`src/rtl/charge_pkg.sv`:
```
// Shared definitions for the charge-session controller: state encoding,
// default parameter values and derived widths.
package charge_pkg;

    typedef enum logic [1:0] {
        ST_IDLE    = 2'd0,
        ST_SET     = 2'd1,
        ST_CONFIRM = 2'd2,
        ST_CHARGE  = 2'd3
    } state_t;

    localparam int DEF_TICKS_PER_UNIT = 50;
    localparam int DEF_RATE           = 2;
    localparam int DEF_MAX_MONEY      = 20;
    localparam int DEF_TIMEOUT_CYCLES = 500;

    // Width of the binary remaining-time register at the default settings.
    localparam int TIME_W = $clog2(DEF_MAX_MONEY * DEF_RATE + 1);

    // Width of the binary input to the two-digit BCD converter (0..99).
    localparam int BCD_IN_W = 7;

endpackage

```
`src/rtl/charge_ctrl_bin2bcd2.sv`:
```
// Combinational conversion of a binary value 0..99 into two BCD digits.
module bin2bcd2
    import charge_pkg::*;
(
    input  logic [BCD_IN_W-1:0] value,
    output logic [3:0]          tens,
    output logic [3:0]          ones
);

    logic [3:0] tens_s;
    logic [3:0] ones_s;

    // Tens digit by threshold ladder; ones digit is the remainder, which
    // fits in four bits so the subtraction can be done modulo 16.
    always_comb begin
        tens_s = 4'd0;
        for (int i = 1; i <= 9; i++) begin
            if (value >= BCD_IN_W'(10 * i)) begin
                tens_s = 4'(i);
            end else begin
                tens_s = tens_s;
            end
        end
        ones_s = value[3:0] - (tens_s * 4'd10);
    end

    assign tens = tens_s;
    assign ones = ones_s;

endmodule

```
`src/rtl/charge_ctrl.sv`:
```
// Charge-session controller: money entry, confirmation, charge-time
// computation and countdown, driven by single-cycle keypad events.
module charge_ctrl
    import charge_pkg::*;
#(
    parameter int TICKS_PER_UNIT = DEF_TICKS_PER_UNIT,
    parameter int RATE           = DEF_RATE,
    parameter int MAX_MONEY      = DEF_MAX_MONEY,
    parameter int TIMEOUT_CYCLES = DEF_TIMEOUT_CYCLES
) (
    input  logic       CLK,
    input  logic       RST,
    input  logic       startSet,
    input  logic [4:0] num,
    input  logic       start,
    input  logic       clear,
    input  logic       enter,
    output logic [3:0] money_tens,
    output logic [3:0] money_ones,
    output logic [3:0] time_tens,
    output logic [3:0] time_ones,
    output logic       charging,
    output logic       done,
    output logic [1:0] state
);

    localparam int MONEY_W = $clog2(MAX_MONEY + 1);
    localparam int T_W     = $clog2(MAX_MONEY * RATE + 1);
    localparam int TICK_W  = (TICKS_PER_UNIT > 1) ? $clog2(TICKS_PER_UNIT) : 1;
    localparam int IDLE_W  = (TIMEOUT_CYCLES > 1) ? $clog2(TIMEOUT_CYCLES) : 1;

    localparam logic [TICK_W-1:0] TICK_LAST = TICK_W'(TICKS_PER_UNIT - 1);
    localparam logic [IDLE_W-1:0] IDLE_LAST = IDLE_W'(TIMEOUT_CYCLES - 1);

    state_t              state_r;
    logic [MONEY_W-1:0]  money_r;
    logic [T_W-1:0]      time_r;
    logic [TICK_W-1:0]   tick_r;
    logic [IDLE_W-1:0]   idle_r;
    logic                charging_r;
    logic                done_r;

    logic                any_event_s;
    logic [7:0]          money_mod_s;
    logic [7:0]          digit_sum_s;
    logic [MONEY_W-1:0]  money_digit_s;
    logic [T_W-1:0]      time_set_s;

    assign any_event_s = clear | enter | start | num[4] | startSet;
    assign time_set_s  = T_W'(money_r * RATE);

    // Next money value for a digit key: keep the last two typed digits,
    // saturating at the maximum accepted amount.
    always_comb begin
        money_mod_s = 8'(money_r) % 8'd10;
        digit_sum_s = (money_mod_s * 8'd10) + {4'd0, num[3:0]};
        if (digit_sum_s > 8'(MAX_MONEY)) begin
            money_digit_s = MONEY_W'(MAX_MONEY);
        end else begin
            money_digit_s = MONEY_W'(digit_sum_s);
        end
    end

    // Session FSM with tick and idle counters; all outputs are registered.
    // Within each state the if-chain order implements the event priority
    // clear > enter > start > digit > startSet.
    always_ff @(posedge CLK) begin
        if (RST) begin
            state_r    <= ST_IDLE;
            money_r    <= '0;
            time_r     <= '0;
            tick_r     <= '0;
            idle_r     <= '0;
            charging_r <= 1'b0;
            done_r     <= 1'b0;
        end else begin
            done_r <= 1'b0;
            case (state_r)
                ST_IDLE: begin
                    tick_r     <= '0;
                    idle_r     <= '0;
                    charging_r <= 1'b0;
                    if (startSet && !clear && !enter && !start && !num[4]) begin
                        state_r <= ST_SET;
                        money_r <= '0;
                    end
                end
                ST_SET: begin
                    if (any_event_s) begin
                        idle_r <= '0;
                        if (clear) begin
                            money_r <= '0;
                        end else if (enter) begin
                            if (money_r != '0) begin
                                time_r  <= time_set_s;
                                state_r <= ST_CONFIRM;
                            end
                        end else if (start) begin
                            money_r <= money_r;
                        end else if (num[4]) begin
                            money_r <= money_digit_s;
                        end
                    end else if (idle_r == IDLE_LAST) begin
                        state_r <= ST_IDLE;
                        money_r <= '0;
                        time_r  <= '0;
                        idle_r  <= '0;
                    end else begin
                        idle_r <= idle_r + IDLE_W'(1);
                    end
                end
                ST_CONFIRM: begin
                    if (any_event_s) begin
                        idle_r <= '0;
                        if (clear) begin
                            state_r <= ST_SET;
                            money_r <= '0;
                            time_r  <= '0;
                        end else if (enter) begin
                            state_r <= ST_CONFIRM;
                        end else if (start) begin
                            state_r    <= ST_CHARGE;
                            charging_r <= 1'b1;
                            tick_r     <= '0;
                        end
                    end else if (idle_r == IDLE_LAST) begin
                        state_r <= ST_IDLE;
                        money_r <= '0;
                        time_r  <= '0;
                        idle_r  <= '0;
                    end else begin
                        idle_r <= idle_r + IDLE_W'(1);
                    end
                end
                ST_CHARGE: begin
                    idle_r <= '0;
                    if (clear) begin
                        state_r    <= ST_IDLE;
                        money_r    <= '0;
                        time_r     <= '0;
                        tick_r     <= '0;
                        charging_r <= 1'b0;
                    end else if (tick_r == TICK_LAST) begin
                        tick_r <= '0;
                        if (time_r <= T_W'(1)) begin
                            done_r     <= 1'b1;
                            state_r    <= ST_IDLE;
                            money_r    <= '0;
                            time_r     <= '0;
                            charging_r <= 1'b0;
                        end else begin
                            time_r <= time_r - T_W'(1);
                        end
                    end else begin
                        tick_r <= tick_r + TICK_W'(1);
                    end
                end
                default: begin
                    state_r    <= ST_IDLE;
                    money_r    <= '0;
                    time_r     <= '0;
                    tick_r     <= '0;
                    idle_r     <= '0;
                    charging_r <= 1'b0;
                end
            endcase
        end
    end

    bin2bcd2 u_money_bcd (
        .value (BCD_IN_W'(money_r)),
        .tens  (money_tens),
        .ones  (money_ones)
    );

    bin2bcd2 u_time_bcd (
        .value (BCD_IN_W'(time_r)),
        .tens  (time_tens),
        .ones  (time_ones)
    );

    assign state    = state_r;
    assign charging = charging_r;
    assign done     = done_r;

endmodule

```
`config.mk`:
```
export PLATFORM = sky130hd
export DESIGN_NAME = charge_ctrl
export DESIGN_NICKNAME = d
export VERILOG_FILES = /design/src/rtl/charge_pkg.sv /design/src/rtl/charge_ctrl_bin2bcd2.sv /design/src/rtl/charge_ctrl.sv
export SDC_FILE = /design/constraint.sdc
export NUM_CORES = 1
export LEC_CHECK = 0
export CAP_MARGIN = 5
export CORE_UTILIZATION = 41
export CTS_CLUSTER_DIAMETER = 80
export CTS_CLUSTER_SIZE = 24
export DETAILED_ROUTE_END_ITERATION = 8
export GPL_ROUTABILITY_DRIVEN = 0
export SETUP_SLACK_MARGIN = 0.02
export SLEW_MARGIN = 20
export SYNTH_ARGS = -nofsm -noshare
export SYNTH_HDL_FRONTEND = slang
export SYNTH_SLANG_ARGS = --single-unit
```
`constraint.sdc`:
```
create_clock -name CLK -period 3.2 [get_ports CLK]
set_input_delay 0.8 -clock CLK [delete_from_list [all_inputs] [get_ports CLK]]
set_output_delay 0.8 -clock CLK [all_outputs]
set_load 0.02 [all_outputs]
```
Word-level counts from Yosys, hierarchy flattened

Index checks and enable logic that the tools add are counted.

Bits of input ports: 11
Word-level logic and storage cells: 159
Flip-flop bits (word level): 30
Output and inout port bits: 20

$lt $le $gt $ge: 20
Eq/ne operators: 20
Multipliers: 3
$add $sub $neg: 6
Muxes and demuxes: 76
Reduce and logical (&&, ||, !) cells: 20
Bitwise operators: 6
Div/mod/pow operators: 1

Operators by type and width:

| operator                                                                         | number |
|---|---|
| 6-bit two-way mux                                                                | 16 |
| 5-bit two-way mux                                                                | 13 |
| 6-bit one-hot mux with 3 select lines                                            | 2 |
| 2-bit two-way mux                                                                | 17 |
| 3-bit two-way mux                                                                | 8 |
| 5-bit by 7-bit >= comparator with 1-bit output (second input constant)           | 3 |
| 6-bit by 7-bit >= comparator with 1-bit output (second input constant)           | 3 |
| 7-bit AND reduction                                                              | 3 |
| 5-bit one-hot mux with 4 select lines                                            | 1 |
| 5-bit by 6-bit >= comparator with 1-bit output (second input constant)           | 3 |
| 6-bit >= comparator (second input constant)                                      | 3 |
| 9-bit two-way mux                                                                | 2 |
| 3-bit inequality test (second input constant)                                    | 6 |
| 9-bit one-hot mux with 2 select lines                                            | 1 |
| 4-bit two-way mux                                                                | 4 |
| 6-bit by 5-bit >= comparator with 1-bit output (second input constant)           | 2 |
| 4-bit inequality test (second input constant)                                    | 3 |
| 5-bit >= comparator (second input constant)                                      | 2 |
| 1-bit two-way mux                                                                | 10 |
| 2-bit inequality test (second input constant)                                    | 5 |
| 9-bit by 1-bit adder with 9-bit output (second input constant)                   | 1 |
| 9-bit == test (second input constant)                                            | 1 |
| 8-bit by 4-bit adder with 8-bit output                                           | 1 |
| 8-bit by 5-bit greater-than comparator with 1-bit output (second input constant) | 1 |
| 26 further kinds                                                                 | 41 |

Depth between registers and ports, before layout

Depth after elaboration: 12
Gate-level depth with buffers: 13
Depth with buffers taken out: 13

By module

Synthesis repeated with hierarchy kept, for this count alone.

Cells, all modules: 329
Area, all modules: 2655.0 um^2

Modules (own cells, without submodules):

| module                  | cells each | area each (um^2) | times used | sequential area each (um^2) |
|---|---|---|---|---|
| charge_ctrl             | 249        | 2099.5           | 1          | 600.6 |
| bin2bcd2 at u_money_bcd | 42         | 324.1            | 1          | 0.0 |
| bin2bcd2 at u_time_bcd  | 38         | 231.5            | 1          | 0.0 |

Worst setup path after synthesis

Ideal clock, no wire load.

Path type: reg-to-output
Start point: reg time_r[3]
End point: out time_ones[3]
Required time: 2400 ps
Path slack: -501 ps
Arrival time: 2901 ps
Buffers on the path: 1
Stages on the path, launching flop included: 11
Cells stage by stage: dfxtp_1 -> clkbuf_1 -> nor2_1 -> a21oi_1 -> o21ai_0 -> a221oi_1 -> ha_1 -> inv_1 -> fa_1 -> xor2_1 -> xnor2_1

Cells in the longest elaborated chain, start to end: 12
Elaborated cells between the ends (all ways): 20
Those cells by class: add/sub: 1; mul: 1; order compare: 9; mux: 9

RTL lines:

| what                                            | line                       | RTL |
|---|---|---|
| start, declared                                 | charge_ctrl.sv:37          | `logic [T_W-1:0] time_r;` |
| start signal, assigned                          | charge_ctrl.sv:95          | `time_r <= time_set_s;` |
| start signal, assigned                          | charge_ctrl.sv:152         | `time_r <= time_r - T_W'(1);` |
| 6-bit by 4-bit >= comparator with 1-bit output  | charge_ctrl_bin2bcd2.sv:18 | `if (value >= BCD_IN_W'(10 * i)) begin` |
| 1-bit two-way mux                               | charge_ctrl_bin2bcd2.sv:18 |  |
| 2-bit two-way mux (2 in series)                 | charge_ctrl_bin2bcd2.sv:18 |  |
| 3-bit two-way mux (4 in series)                 | charge_ctrl_bin2bcd2.sv:18 |  |
| 4-bit two-way mux                               | charge_ctrl_bin2bcd2.sv:18 |  |
| 4-bit two-way mux (*)                           | charge_ctrl_bin2bcd2.sv:18 |  |
| net time_tens[0]                                | charge_ctrl.sv:20          | `output logic [3:0] time_tens,` |
| 4-bit by 3-bit multiplier with 3-bit output (*) | charge_ctrl_bin2bcd2.sv:24 | `ones_s = value[3:0] - (tens_s * 4'd10);` |
| 4-bit subtractor (*)                            | charge_ctrl_bin2bcd2.sv:24 |  |
| end, declared                                   | charge_ctrl.sv:21          | `output logic [3:0] time_ones,` |

The timed path passes the listed nets; every way through them passes the cells marked *.

Worst setup path in the final report

Start point: reg time_r[0]
End point: out time_ones[3]

Cells in the longest elaborated chain, start to end: 12
Elaborated cells between the ends (all ways): 20
Those cells by class: add/sub: 1; mul: 1; order compare: 9; mux: 9

RTL lines:

| what                                           | line |
|---|---|
| 6-bit by 4-bit >= comparator with 1-bit output | charge_ctrl_bin2bcd2.sv:18 |
| 1-bit two-way mux                              | charge_ctrl_bin2bcd2.sv:18 |
| 2-bit two-way mux (2 in series)                | charge_ctrl_bin2bcd2.sv:18 |
| 3-bit two-way mux (4 in series)                | charge_ctrl_bin2bcd2.sv:18 |
| 4-bit two-way mux (2 in series)                | charge_ctrl_bin2bcd2.sv:18 |
| 4-bit by 3-bit multiplier with 3-bit output    | charge_ctrl_bin2bcd2.sv:24 |
| 4-bit subtractor (*)                           | charge_ctrl_bin2bcd2.sv:24 |

Every way passes the cells marked *; elsewhere a longest branch is shown, timed or not.

==> results.cfg <==
[floorplan]
initial_core_util = 0.436
io_pins = 31
rows = 27
chipHeight_um = 79.7
dieArea_um2 = 6350
die_x_um = 79.7
coreArea_um2 = 5680

[route]
drcViolationCount = 0
avgRoutedWirePerCell_um = 12.0
ant_nets = 0
first_pass_iters = 4
avgViaCountPerCell = 5.32
vias = 2318
drt-initial-drc-count = 58
totalWireLength_mm = 5.22

[power]
leakage_nw = 1.25
irDropWorstVdd_v = 0.000190
p_per_area_nw_per_um2 = 260

[min_path]
hold_class = flop to flop

[clocking]
cts-root-buf = clkbuf_8
cts_tree = built
cts_made_buffers = 5
htreeDepth = 2
insertion_delay_ns = 0.28
clkTransAtPathRegs_ns = 0.06
cts_hold_buf = 0
cts_sinks = 30
clk_path_buf_depth = 2

[worst_setup_path]
end_kind = output port
slowest_stage = fa_2
arrival_ns = 2.42
crit_path_start_kind = flop
cpMostUsedCell = inv_2
critPathTopFamily = adder cells
path_cells = inv_2 > ha_4 > nor2_1 > a21oi_1 > o21ai_1 > a221oi_2 > ha_2 > inv_2 > fa_2 > xor2_2 > xnor2_2 > buf_4
cp_data_required_time_ns = 2.40
path_class = flop to output port
cp.buffers_inverters = 3
slowest_delay_ns = 0.34
cp_max_fo = 2

[final_layout]
layoutNonFillerInstCount = 436
final_common_cell = buf_4
fillers = 546
fin_nets = 400
drive_gt1_frac = 0.201
multi_input_area_um2 = 1810
areaGrowthSynthToFinish_pct = 28.9
final_cell_mix = buf_4, nor2_1, dfxtp_1
diodes = 0
finish.instance_area_um2 = 3190
seq_area_um2 = 603

[timing]
max_freq_ghz = 0.310
setup_viol = 1
hold_viol = 0
fin_crit_sh = 1.01
min_period_ns = 3.22
relSlewSlack = 0.629
slew_violations = 0
clock_skew_ns = 0.00448
setup_ws_ns = -0.0214
worstMarginPinSlew_ns = 0.553
rsz0062_at_grt = yes

[outcome]
violations = negative setup slack
status = complete, but fails checks

[logic_synthesis]
synth_edf_count = 0
ys_seq_elements = 30
ys.flop_type = dfxtp_1
yosysUniqueCellTypes = 58
seq_area_frac_synth = 0.243
synthCells = 305
syn_area_per_cell_um2 = 8.11
yosys_warnings = 0
syn_area_um2 = 2470
async_flop_share = 0

[global_route]
overflow = 0
grt_max_degree = 17
grt_usage = 0.182
grt_pass1_vias = 2193
grt_first_pass_wirelength_mm = 9.34
antenna_found_initial = 0

[place]
placed_area_um2 = 3040
portBuffers = 27
dp_hpwl_mm = 4.17
dpl.cell_count = 427

[run]
cap_violations = 0
[kinds of logic after synthesis]
kind of cell    after synthesis  synth area share
compound gates               80             0.230
buf+inv                      34            0.0612
xor+xnor                     20            0.0708
other cells                   1           0.00152
flops                        30             0.243
mux                           3            0.0121
simple gates                111             0.238
fa+ha+maj                    26             0.144
[layer usage]
layer / global-route usage / vias up / routed length, µm
met3: 0.0400 / 9 / 178
met5: 0 / - / 0
met4: 0.0527 / 0 / 47
li1: - / 1190 / -
met1: 0.238 / 1076 / 2540
met2: 0.298 / 43 / 2450
[registers in the layout, summed over array words and instances, names as in the netlist]
register	flops
idle_r	9
tick_r	6
time_r	6
money_r	5
state	2
charging	1
done	1
[synth_stat cells, drive strengths merged, types with 3 or more instances]
cell | n | area share
a211oi | 3 | 0.0091
a21oi | 20 | 0.044
a22o | 3 | 0.011
a22oi | 3 | 0.0091
buf | 8 | 0.021
clkbuf | 5 | 0.0081
dfxtp | 30 | 0.24
fa | 4 | 0.032
ha | 22 | 0.11
inv | 21 | 0.032
mux2i | 3 | 0.012
nand2 | 25 | 0.039
nand2b | 11 | 0.028
nand3 | 11 | 0.022
nand4 | 6 | 0.015
nor2 | 33 | 0.050
nor2b | 7 | 0.018
nor4 | 3 | 0.020
o21a | 5 | 0.015
o21ai | 20 | 0.044
o22ai | 3 | 0.0076
or3 | 3 | 0.0076
xnor2 | 10 | 0.035
xor2 | 10 | 0.035
[area by class of cell]
| type | instances | share of cell area |
|---|---|---|
| Multi-Input combinational cell | 244 | 0.567 |
| Tap cell | 72 | 0.0283 |
| Inverter | 21 | 0.0247 |
| Sequential cell | 30 | 0.189 |
| Clock inverter | 1 | 0.00157 |
| Clock buffer | 7 | 0.0271 |
| Timing Repair Buffer | 61 | 0.162 |
[what timing repair did]
item / CTS / global route
resized for setup: 19 / 18
endpoints found under the setup margin: 4 / 8
setup buffers: 1 / 0
pin swaps: 3 / 3
[through the flow]
stage               setup TNS [ns]  hold slack, ns   util  power [W]  setup WS, ns
floorplan                  -0.0570           0.418      -   0.000481       -0.0570
global placement            -0.278           0.431  0.535   0.000526        -0.276
detailed placement          -0.618           0.443  0.535   0.000526        -0.343
CTS                         -0.104           0.452  0.553   0.000837        -0.104
global route                -0.159           0.463  0.562   0.000874        -0.159
finish                     -0.0214           0.455  0.562   0.000830       -0.0214
[final timing paths]
kind	start	end	slack, ns	cells past startpoint
worst max register to register	money_r[4]	money_r[4]	0.26	13
worst min-delay path	idle_r[0]	idle_r[0]	0.46	1
worst min register to register	idle_r[0]	idle_r[0]	0.46	1
worst max-delay path	time_r[0]	time_ones[3]	-0.02	12
[where the power goes]
group / switching (W) / internal [W] / leakage (nW) / total (W)
Sequential: 0.00000498 / 0.000377 / 0.243 / 0.000382
Clock: 0.000139 / 0.000173 / 0.0482 / 0.000312
Combinational: 0.0000772 / 0.0000587 / 0.956 / 0.000136
No activity file was read; power rests on OpenSTA's default activity.
==> RTL change, RTL diff (same flow settings) <==
Register the inputs `startSet`, `num`, `start`, `clear` and `enter` before use, cleared by the reset. The logic sees them one clock later.
--- a/src/rtl/charge_ctrl.sv
+++ b/src/rtl/charge_ctrl.sv
@@ -32,6 +32,28 @@
     localparam logic [TICK_W-1:0] TICK_LAST = TICK_W'(TICKS_PER_UNIT - 1);
     localparam logic [IDLE_W-1:0] IDLE_LAST = IDLE_W'(TIMEOUT_CYCLES - 1);
 
+    logic startSet_q;
+    logic [4:0] num_q;
+    logic start_q;
+    logic clear_q;
+    logic enter_q;
+
+    always_ff @(posedge CLK) begin
+        if (RST) begin
+            startSet_q <= '0;
+            num_q      <= '0;
+            start_q    <= '0;
+            clear_q    <= '0;
+            enter_q    <= '0;
+        end else begin
+            startSet_q <= startSet;
+            num_q      <= num;
+            start_q    <= start;
+            clear_q    <= clear;
+            enter_q    <= enter;
+        end
+    end
+
     state_t              state_r;
     logic [MONEY_W-1:0]  money_r;
     logic [T_W-1:0]      time_r;
@@ -46,14 +68,14 @@
     logic [MONEY_W-1:0]  money_digit_s;
     logic [T_W-1:0]      time_set_s;
 
-    assign any_event_s = clear | enter | start | num[4] | startSet;
+    assign any_event_s = clear_q | enter_q | start_q | num_q[4] | startSet_q;
     assign time_set_s  = T_W'(money_r * RATE);
 
     // Next money value for a digit key: keep the last two typed digits,
     // saturating at the maximum accepted amount.
     always_comb begin
         money_mod_s = 8'(money_r) % 8'd10;
-        digit_sum_s = (money_mod_s * 8'd10) + {4'd0, num[3:0]};
+        digit_sum_s = (money_mod_s * 8'd10) + {4'd0, num_q[3:0]};
         if (digit_sum_s > 8'(MAX_MONEY)) begin
             money_digit_s = MONEY_W'(MAX_MONEY);
         end else begin
@@ -80,7 +102,7 @@
                     tick_r     <= '0;
                     idle_r     <= '0;
                     charging_r <= 1'b0;
-                    if (startSet && !clear && !enter && !start && !num[4]) begin
+                    if (startSet_q && !clear_q && !enter_q && !start_q && !num_q[4]) begin
                         state_r <= ST_SET;
                         money_r <= '0;
                     end
@@ -88,16 +110,16 @@
                 ST_SET: begin
                     if (any_event_s) begin
                         idle_r <= '0;
-                        if (clear) begin
+                        if (clear_q) begin
                             money_r <= '0;
-                        end else if (enter) begin
+                        end else if (enter_q) begin
                             if (money_r != '0) begin
                                 time_r  <= time_set_s;
                                 state_r <= ST_CONFIRM;
                             end
-                        end else if (start) begin
+                        end else if (start_q) begin
                             money_r <= money_r;
-                        end else if (num[4]) begin
+                        end else if (num_q[4]) begin
                             money_r <= money_digit_s;
                         end
                     end else if (idle_r == IDLE_LAST) begin
@@ -112,13 +134,13 @@
                 ST_CONFIRM: begin
                     if (any_event_s) begin
                         idle_r <= '0;
-                        if (clear) begin
+                        if (clear_q) begin
                             state_r <= ST_SET;
                             money_r <= '0;
                             time_r  <= '0;
-                        end else if (enter) begin
+                        end else if (enter_q) begin
                             state_r <= ST_CONFIRM;
-                        end else if (start) begin
+                        end else if (start_q) begin
                             state_r    <= ST_CHARGE;
                             charging_r <= 1'b1;
                             tick_r     <= '0;
@@ -134,7 +156,7 @@
                 end
                 ST_CHARGE: begin
                     idle_r <= '0;
-                    if (clear) begin
+                    if (clear_q) begin
                         state_r    <= ST_IDLE;
                         money_r    <= '0;
                         time_r     <= '0;
Check against the original RTL: not equivalent (a bounded check fails within 4 cycles, from zero or initial values and one cycle with RST high).
==> RTL change against the unedited design <==
  * Synthesized area up 7.7%
  * Setup slack better by 0.17 ns
  * Maximum frequency up 5.7%
  * Final area up 1.3%
  * Synthesized cell count up 2.3%
  * Count of clock-buffer cells in the layout down 1
  * Clock skew up 0.0028 ns
  * Register-to-register slack worse by 0.05 ns
  * Routed wire length up 5.9%
  * Sequential cell count up 9
  * Critical endpoint is now time_ones[2]
  * Largest cell class unchanged
Power is not compared: it rests on default switching activity, and its combinational part moved more than twofold at a synthesized area within 25%.
==> RTL change: results (changes against the unedited design) <==
ctsResizeCount: 9  # was 19
crit_start: "time_r[4]"  # was time_r[0]
whs_ns: 0.4557  # was 0.4553 ns
grt_pass1_vias: 2039  # was 2193
synthAdderAreaFrac_pct: 12.77  # was 14.37%
grt_max_degree: 18  # was 17
placed_cell_area_um2: 3080  # was 3038 um^2
pre_cts_ws_ns: -0.05502  # was -0.3429 ns
dpl.hpwl_um: 4235  # was 4168 um
drive_above_1_share_pct: 14.81  # was 20.05%
dpl.cell_count: 420  # was 427
synth_xor_xnor_area_share_pct: 7.230  # was 7.081%
seq_area_frac_synth_pct: 29.30  # was 24.28%
status: "completed"  # was finished with violations
final_nets: 385  # was 400
rrSetupSlack_ns: 0.21  # was 0.26 ns
cp_max_fo: 4  # was 2
postSynthCellCount: 312  # was 305
ys_types: 62  # was 58
grt_pass1_wl_um: 9204  # was 9335 um
cpPeakStageDelay_ns: 0.52  # was 0.34 ns
final_cells: 428  # was 436
drt-initial-drc-count: 119  # was 58
synth.area.mux_share_pct: 0.3756  # was 1.214%
postCtsSetupBuffers: 0  # was 1
## RTL change: cell count changes after synthesis, moves of 5 or more
cell	before	now
a21oi_1	18	10
dfxtp_1	30	39
inv_1	21	26
nand2_1	24	19
o21ai_0	14	8
o2bb2ai_1	0	5
## RTL change: cell type report
| type | instances | area [um^2] | area share [%] |
|---|---|---|---|
| clock buffer | 6 | 82.58 | 2.558 |
| clock inverter | 2 | 35.03 | 1.085 |
| inverter | 26 | 97.59 | 3.023 |
| multi-input combinational | 234 | 1747 | 54.11 |
| sequential | 39 | 783.3 | 24.26 |
| tap | 77 | 96.34 | 2.984 |
| timing repair buffer | 44 | 386.6 | 11.98 |
## RTL change: routing by layer
layer / share of wire, % / up-vias / global-route usage [%]
li1: - / 1165 / -
met1: 48 / 1030 / 22.64
met2: 46 / 52 / 29.17
met3: 4.4 / 5 / 4.615
met4: 1.1 / 0 / 5.172
met5: 0 / - / 0
